===== src/rtl/divmod_arb_pkg.sv =====
// Shared definitions for the divider arbiter and the divmod unit.
// Latency: n/a (types and constant helpers only).
// Backpressure: n/a.
//
// Holds the arbiter state encoding and the operand width derivation so the
// arbiter and the divider agree on WIDTH = 1 << WIDTH_LOG.
package divmod_arb_pkg;

    // Arbiter sequencing states.
    typedef enum logic [1:0] {
        ST_IDLE  = 2'd0,
        ST_ISSUE = 2'd1,
        ST_WAIT  = 2'd2
    } arb_state_t;

    // Operand width derived from its log2.
    function automatic int width_of(input int width_log);
        return 1 << width_log;
    endfunction

endpackage


===== src/rtl/divmod.sv =====
// Unsigned restoring divider producing quotient and remainder.
// Latency: b==0 answers on the go edge (ready stays 1, error=1); otherwise ready drops for WIDTH cycles.
// Backpressure: go is only legal while ready=1; the caller must not issue while computing.
//
// Ports:
//   clk, rst      clock, synchronous active-high reset
//   go            single-cycle start strobe, sampled with a/b
//   a, b          dividend, divisor
//   div, mod      quotient, remainder; valid while ready=1 after an operation
//   ready         registered from the next state: 1 when idle, 0 while computing
//   error         divide-by-zero flag of the last operation
module divmod
    import divmod_arb_pkg::*;
#(
    parameter int WIDTH_LOG = 4,
    localparam int WIDTH = width_of(WIDTH_LOG)
) (
    input  logic             clk,
    input  logic             rst,
    input  logic             go,
    input  logic [WIDTH-1:0] a,
    input  logic [WIDTH-1:0] b,
    output logic [WIDTH-1:0] div,
    output logic [WIDTH-1:0] mod,
    output logic             ready,
    output logic             error
);

    localparam int CW = WIDTH_LOG + 1;

    logic [WIDTH-1:0] quo_q, quo_d;
    logic [WIDTH-1:0] rem_q, rem_d;
    logic [WIDTH-1:0] b_q, b_d;
    logic [CW-1:0]    cnt_q, cnt_d;
    logic             ready_q, ready_d;
    logic             error_q, error_d;
    logic [WIDTH:0]   trial;
    logic             q_bit;

    always_comb begin
        quo_d   = quo_q;
        rem_d   = rem_q;
        b_d     = b_q;
        cnt_d   = cnt_q;
        error_d = error_q;
        q_bit   = 1'b0;
        // Next partial remainder: shift in the top bit of the remaining dividend.
        trial   = {rem_q, quo_q[WIDTH-1]};
        if (cnt_q != '0) begin
            if (trial >= {1'b0, b_q}) begin
                rem_d = WIDTH'(trial - {1'b0, b_q});
                q_bit = 1'b1;
            end else begin
                rem_d = trial[WIDTH-1:0];
            end
            // The quotient register doubles as the dividend shift register.
            quo_d = {quo_q[WIDTH-2:0], q_bit};
            cnt_d = cnt_q - 1'b1;
        end else if (go) begin
            if (b == '0) begin
                quo_d   = '1;
                rem_d   = a;
                error_d = 1'b1;
            end else begin
                quo_d   = a;
                rem_d   = '0;
                b_d     = b;
                cnt_d   = CW'(WIDTH);
                error_d = 1'b0;
            end
        end
        // ready is registered from the next state so it reflects go immediately.
        ready_d = (cnt_d == '0);
    end

    always_ff @(posedge clk) begin
        if (rst) begin
            quo_q   <= '0;
            rem_q   <= '0;
            b_q     <= '0;
            cnt_q   <= '0;
            ready_q <= 1'b1;
            error_q <= 1'b0;
        end else begin
            quo_q   <= quo_d;
            rem_q   <= rem_d;
            b_q     <= b_d;
            cnt_q   <= cnt_d;
            ready_q <= ready_d;
            error_q <= error_d;
        end
    end

    assign div   = quo_q;
    assign mod   = rem_q;
    assign ready = ready_q;
    assign error = error_q;

endmodule


===== src/rtl/divmod_arb_rr_pick.sv =====
// Round-robin picker: first set mask bit at or after ptr, wrapping past NREQ-1.
// Latency: combinational.
// Backpressure: none; any=0 when the mask is empty.
//
// Ports:
//   mask   eligible requesters
//   ptr    search start position, must be < NREQ
//   gnt    one-hot winner (0 when any=0)
//   id     winner index (0 when any=0)
//   any    at least one mask bit set
module rr_pick #(
    parameter int NREQ = 4,
    localparam int PW = $clog2(NREQ)
) (
    input  logic [NREQ-1:0] mask,
    input  logic [PW-1:0]   ptr,
    output logic [NREQ-1:0] gnt,
    output logic [PW-1:0]   id,
    output logic            any
);

    int          sum;
    logic [PW-1:0] idx;

    always_comb begin
        gnt = '0;
        id  = '0;
        any = 1'b0;
        sum = 0;
        idx = '0;
        for (int k = 0; k < NREQ; k++) begin
            // Wrap explicitly so non-power-of-two NREQ works.
            sum = int'(ptr) + k;
            if (sum >= NREQ) begin
                sum = sum - NREQ;
            end
            idx = PW'(sum);
            if (!any && mask[idx]) begin
                any      = 1'b1;
                gnt[idx] = 1'b1;
                id       = idx;
            end
        end
    end

endmodule


===== src/rtl/divmod_arb.sv =====
// Round-robin arbiter sharing one divmod unit among NREQ requesters.
// Latency: capture 1 cycle after req; done at capture+2 (b==0) or capture+WIDTH+2.
// Backpressure: requesters hold req until their done bit; no preemption of an in-flight op.
//
// Ports:
//   clk, rst      clock, synchronous active-high reset (also resets the divider)
//   req           level request per requester
//   a_in, b_in    flattened operands, requester i at [i*WIDTH +: WIDTH]
//   gnt           one-hot owner of the in-flight operation, 0 when idle
//   done          one-hot single-cycle completion pulse
//   busy          high from capture until done
//   err           divide-by-zero flag, valid with done
//   div, mod      quotient/remainder, valid with done and held afterwards
module divmod_arb
    import divmod_arb_pkg::*;
#(
    parameter int WIDTH_LOG = 4,
    parameter int NREQ = 4,
    localparam int WIDTH = width_of(WIDTH_LOG)
) (
    input  logic                  clk,
    input  logic                  rst,
    input  logic [NREQ-1:0]       req,
    input  logic [NREQ*WIDTH-1:0] a_in,
    input  logic [NREQ*WIDTH-1:0] b_in,
    output logic [NREQ-1:0]       gnt,
    output logic [NREQ-1:0]       done,
    output logic                  busy,
    output logic                  err,
    output logic [WIDTH-1:0]      div,
    output logic [WIDTH-1:0]      mod
);

    localparam int PW = $clog2(NREQ);

    typedef struct packed {
        logic [WIDTH-1:0] a;
        logic [WIDTH-1:0] b;
    } op_t;

    arb_state_t       state_q, state_d;
    logic [PW-1:0]    id_q, id_d;
    logic [PW-1:0]    ptr_q, ptr_d;
    op_t              op_q, op_d;
    logic [NREQ-1:0]  gnt_q, gnt_d;
    logic [NREQ-1:0]  done_q, done_d;
    logic             busy_q, busy_d;
    logic             err_q, err_d;
    logic [WIDTH-1:0] div_q, div_d;
    logic [WIDTH-1:0] mod_q, mod_d;

    op_t              req_op [NREQ];
    logic [NREQ-1:0]  elig;
    logic [NREQ-1:0]  pick_gnt;
    logic [PW-1:0]    pick_id;
    logic             pick_any;

    logic             dm_go;
    logic [WIDTH-1:0] dm_div;
    logic [WIDTH-1:0] dm_mod;
    logic             dm_ready;
    logic             dm_error;

    for (genvar i = 0; i < NREQ; i++) begin : g_unpack
        assign req_op[i].a = a_in[i*WIDTH +: WIDTH];
        assign req_op[i].b = b_in[i*WIDTH +: WIDTH];
    end

    // A requester being acknowledged this cycle still has req high; masking it
    // keeps it from being re-granted on stale request state.
    assign elig = req & ~done_q;

    rr_pick #(
        .NREQ (NREQ)
    ) u_pick (
        .mask (elig),
        .ptr  (ptr_q),
        .gnt  (pick_gnt),
        .id   (pick_id),
        .any  (pick_any)
    );

    // The divider idles with ready=1 during IDLE/ISSUE, so go never collides
    // with a computation in progress.
    assign dm_go = (state_q == ST_ISSUE);

    divmod #(
        .WIDTH_LOG (WIDTH_LOG)
    ) u_divmod (
        .clk   (clk),
        .rst   (rst),
        .go    (dm_go),
        .a     (op_q.a),
        .b     (op_q.b),
        .div   (dm_div),
        .mod   (dm_mod),
        .ready (dm_ready),
        .error (dm_error)
    );

    always_comb begin
        state_d = state_q;
        id_d    = id_q;
        ptr_d   = ptr_q;
        op_d    = op_q;
        gnt_d   = gnt_q;
        done_d  = '0;
        busy_d  = busy_q;
        err_d   = err_q;
        div_d   = div_q;
        mod_d   = mod_q;
        case (state_q)
            ST_IDLE: begin
                if (pick_any) begin
                    id_d    = pick_id;
                    op_d    = req_op[pick_id];
                    gnt_d   = pick_gnt;
                    busy_d  = 1'b1;
                    state_d = ST_ISSUE;
                end
            end
            ST_ISSUE: begin
                state_d = ST_WAIT;
            end
            ST_WAIT: begin
                // ready is already valid in the first WAIT cycle: either 0
                // (computing) or 1 with error for a zero divisor.
                if (dm_ready) begin
                    div_d   = dm_div;
                    mod_d   = dm_mod;
                    err_d   = dm_error;
                    done_d  = gnt_q;
                    gnt_d   = '0;
                    busy_d  = 1'b0;
                    ptr_d   = (id_q == PW'(NREQ - 1)) ? '0 : id_q + PW'(1);
                    state_d = ST_IDLE;
                end
            end
            default: begin
                state_d = ST_IDLE;
            end
        endcase
    end

    always_ff @(posedge clk) begin
        if (rst) begin
            state_q <= ST_IDLE;
            id_q    <= '0;
            ptr_q   <= '0;
            op_q    <= '0;
            gnt_q   <= '0;
            done_q  <= '0;
            busy_q  <= 1'b0;
            err_q   <= 1'b0;
            div_q   <= '0;
            mod_q   <= '0;
        end else begin
            state_q <= state_d;
            id_q    <= id_d;
            ptr_q   <= ptr_d;
            op_q    <= op_d;
            gnt_q   <= gnt_d;
            done_q  <= done_d;
            busy_q  <= busy_d;
            err_q   <= err_d;
            div_q   <= div_d;
            mod_q   <= mod_d;
        end
    end

    assign gnt  = gnt_q;
    assign done = done_q;
    assign busy = busy_q;
    assign err  = err_q;
    assign div  = div_q;
    assign mod  = mod_q;

endmodule


===== config.mk =====
export PLATFORM = sky130hd
export DESIGN_NAME = divmod_arb
export DESIGN_NICKNAME = d
export VERILOG_FILES = /design/src/rtl/divmod_arb_pkg.sv /design/src/rtl/divmod.sv /design/src/rtl/divmod_arb_rr_pick.sv /design/src/rtl/divmod_arb.sv
export SDC_FILE = /design/constraint.sdc
export NUM_CORES = 1
export LEC_CHECK = 0
export BUFFER_PORTS_ARGS = -buffer_cell sky130_fd_sc_hd__buf_2
export CAP_MARGIN = 20
export CORE_UTILIZATION = 45
export CTS_CLUSTER_SIZE = 24
export DETAILED_ROUTE_END_ITERATION = 10
export GPL_ROUTABILITY_DRIVEN = 0
export PLACE_DENSITY = 0.69
export SYNTH_ARGS = -nofsm -noshare
export SYNTH_HDL_FRONTEND = slang
export SYNTH_HIERARCHICAL = 1
export SYNTH_SLANG_ARGS = --single-unit

===== constraint.sdc =====
create_clock -name clk -period 5.85 [get_ports clk]
set_clock_uncertainty 0.2 [all_clocks]
set_input_delay 1.17 -clock clk [delete_from_list [all_inputs] [get_ports clk]]
set_output_delay 1.17 -clock clk [all_outputs]
set_load 0.1 [all_outputs]

==> flow_summary.json <==
{
  "status": "finished, final reports clean",
  "avgSynthCellArea_um2": 9.05,
  "report.final.setup_viol": 0,
  "ys_seq_area_share_pct": 37.0,
  "register_area_mm2": 0.00270,
  "syn-cell-area_mm2": 0.00731,
  "clock_latency_ps": 420,
  "ys_ff_latch": 135,
  "crit_chain": "inv_1 -> ha_1 -> mux4_2 -> and2b_2 -> o21ai_0 -> o31ai_4 -> buf_4 -> mux4_2 -> a22o_1",
  "grt_usage_pct": 23.6,
  "die-area_mm2": 0.0168,
  "drv_cap": 0,
  "layout-drive-gt1-share_pct": 27.7,
  "critPathMaxFanout": 33,
  "ctsResizeCount": 0,
  "min_path_type": "reg2reg",
  "grt_max_degree": 53,
  "synthFlopType": "dfxtp_1",
  "cellPowerDensity_mw_per_mm2": 471,
  "rsz0062_at_grt": "false",
  "rrSetupSlack_ps": 1870,
  "critPathKind": "reg2reg",
  "overflow": 0,
  "wire_per_inst_um": 16.5,
  "drc": 0,
  "cts_tree": "built",
  "antenna_found_initial": 0,
  "slowest_delay_ps": 730,
  "final_hold_viol_count": 0,
  "chipWidth_um": 129,
  "leakagePower_nw": 3.55,
  "async_flop_share_pct": 0,
  "grt_pass1_vias": 6044,
  "netlist_instances": 808,
  "power.total_w": 0.00413,
  "hpwl_mm": 14.0,
  "critical_path_required_ps": 5960,
  "multi_input_area_mm2": 0.00420,
  "vias": 6686,
  "cts_buffers": 17,
  "synth_edf_count": 0,
  "first_pass_iters": 6,
  "first_iter_violations": 626,
  "synth_cell_type_count": 69,
  "diodes": 0,
  "fin_setup_tns_ps": 0,
  "detail-route-antenna-nets": 0,
  "grt_pass1_wl_mm": 30.6,
  "peakVddDrop_mv": 0.260,
  "drt-vias-per-instance": 5.67,
  "clockBufferDepth": 2,
  "fin_crit_ps": 3980,
  "cp.arrival_ps": 4090,
  "worstMarginPinSlew_ps": 1040,
  "core-area_mm2": 0.0159,
  "utilization_pct": 55.2,
  "clk_pin_slew_ps": 50,
  "max_freq_ghz": 0.251,
  "post-route-period-util_pct": 68.0,
  "io_pins": 176,
  "drt_wl_total_mm": 19.4,
  "post_cts_buffers": 0,
  "cp_slowest_cell": "dfxtp_1",
  "syn2layout_area_growth_pct": 19.8,
  "syn_nets": 966,
  "cts_sinks": 135,
  "yosysWarnings": 6,
  "root_buffer": "clkbuf_16",
  "crit_path_start_kind": "register",
  "num-nets-final": 1113,
  "cp_common_cell": "mux4_2",
  "die_h_um": 129,
  "drv_slew": 0,
  "final_cell_mix": "buf_2, dfxtp_1, nand2_1",
  "htreeDepth": 4,
  "relSlewSlack_pct": 30.7,
  "final_common_cell": "buf_2",
  "initial_core_util_pct": 46.0,
  "final_area_mm2": 0.00876,
  "fillers": 1464,
  "placed_cell_area_mm2": 0.00825,
  "hold_buffers": 0,
  "whs_ps": 249,
  "row_count": 46,
  "end_kind": "register",
  "portBuffers": 175
}
## power by group
group | switching (W) | leakage [nW] | internal (W)
Combinational | 0.00116 | 2.20 | 0.000754
Clock | 0.000372 | 0.249 | 0.000559
Sequential | 0.000187 | 1.10 | 0.00110
## cell type report
type	instances	share of cell area (%)
well taps	216	3.08
flip-flops and latches	135	30.8
repair buffers	185	11.1
multi-input cells	587	48.0
inverters	29	1.24
clock buffers	22	5.41
clock inverters	5	0.314
## logic make-up (layout without fill, tap and decap cells)
kind of cell             count (synthesis)  after routing  synth area share, %
AO/OA/AOI/OAI                          211            211                 20.0
XOR/XNOR                                 9              9                 1.08
adder cells (fa/ha/maj)                 24             24                 4.21
buffers and inverters                   86            241                 5.78
flip-flops                             135            135                 37.0
multiplexers                            40             40                 11.8
AND/OR/NAND/NOR                        303            303                 20.2
## per-stage QoR
| stage | std cells | worst slack (ps) |
|---|---|---|
| after floorplan | 808 | 2090 |
| after global placement | 1150 | 1590 |
| after detailed placement | 1151 | 1550 |
| after CTS | 1178 | 1860 |
| after global routing | 1179 | 1620 |
| final | 1179 | 1870 |
## metal layers
layer  vias up  track usage, %  share of wire [%]
met1      3092            32.2                 46
met5         -               0                  0
met4         0            9.23                2.2
met2       288            37.4                 45
li1       3274               -                  -
met3        32            4.13                6.9
## worst max-delay path, delay by kind of cell, from the launching register on
kind,cells,cell delay (ps)
AND/OR/NAND/NOR,1,310
adder cells (fa/ha/maj),1,390
AO/OA/AOI/OAI,3,480
buffers and inverters,2,700
flip-flops,1,730
multiplexers,2,1030
## sequential cells by signal, indices dropped and copies added (netlist names)
| register | count |
|---|---|
| u_divmod/mod | 16 |
| ptr_q | 2 |
| u_divmod/div | 16 |
| mod | 16 |
| div | 16 |
| op_q | 32 |
| u_divmod/error | 1 |
| id_q | 2 |
| gnt | 4 |
| u_divmod/ready | 1 |
| err | 1 |
| busy | 1 |
| state_q | 2 |
| u_divmod/b_q | 16 |
| u_divmod/cnt_q | 5 |
| done | 4 |
## final timing paths
path              cells after the start     start       to
hold / removal                        2    mod[2]   mod[2]
hold reg to reg                       2    mod[2]   mod[2]
setup reg to reg                      9  ptr_q[0]  op_q[1]
setup / recovery                      9  ptr_q[0]  op_q[1]
## Yosys cell counts, drive strengths merged, types with 10 or more instances
cell type	number	area share, %
mux4	36	11
o21ai	19	1.4
nand3	16	1.1
nor3	19	1.3
nor2	57	3.2
ha	23	3.9
a21oi	80	5.6
nor4	23	2.1
nand2	131	6.8
buf	30	2.9
a22o	40	4.8
clkbuf	27	1.4
dfxtp	135	37
nor2b	12	1.0
nand2b	10	0.86
inv	29	1.5
a22oi	16	1.6
(Power assumes the default switching activity.)
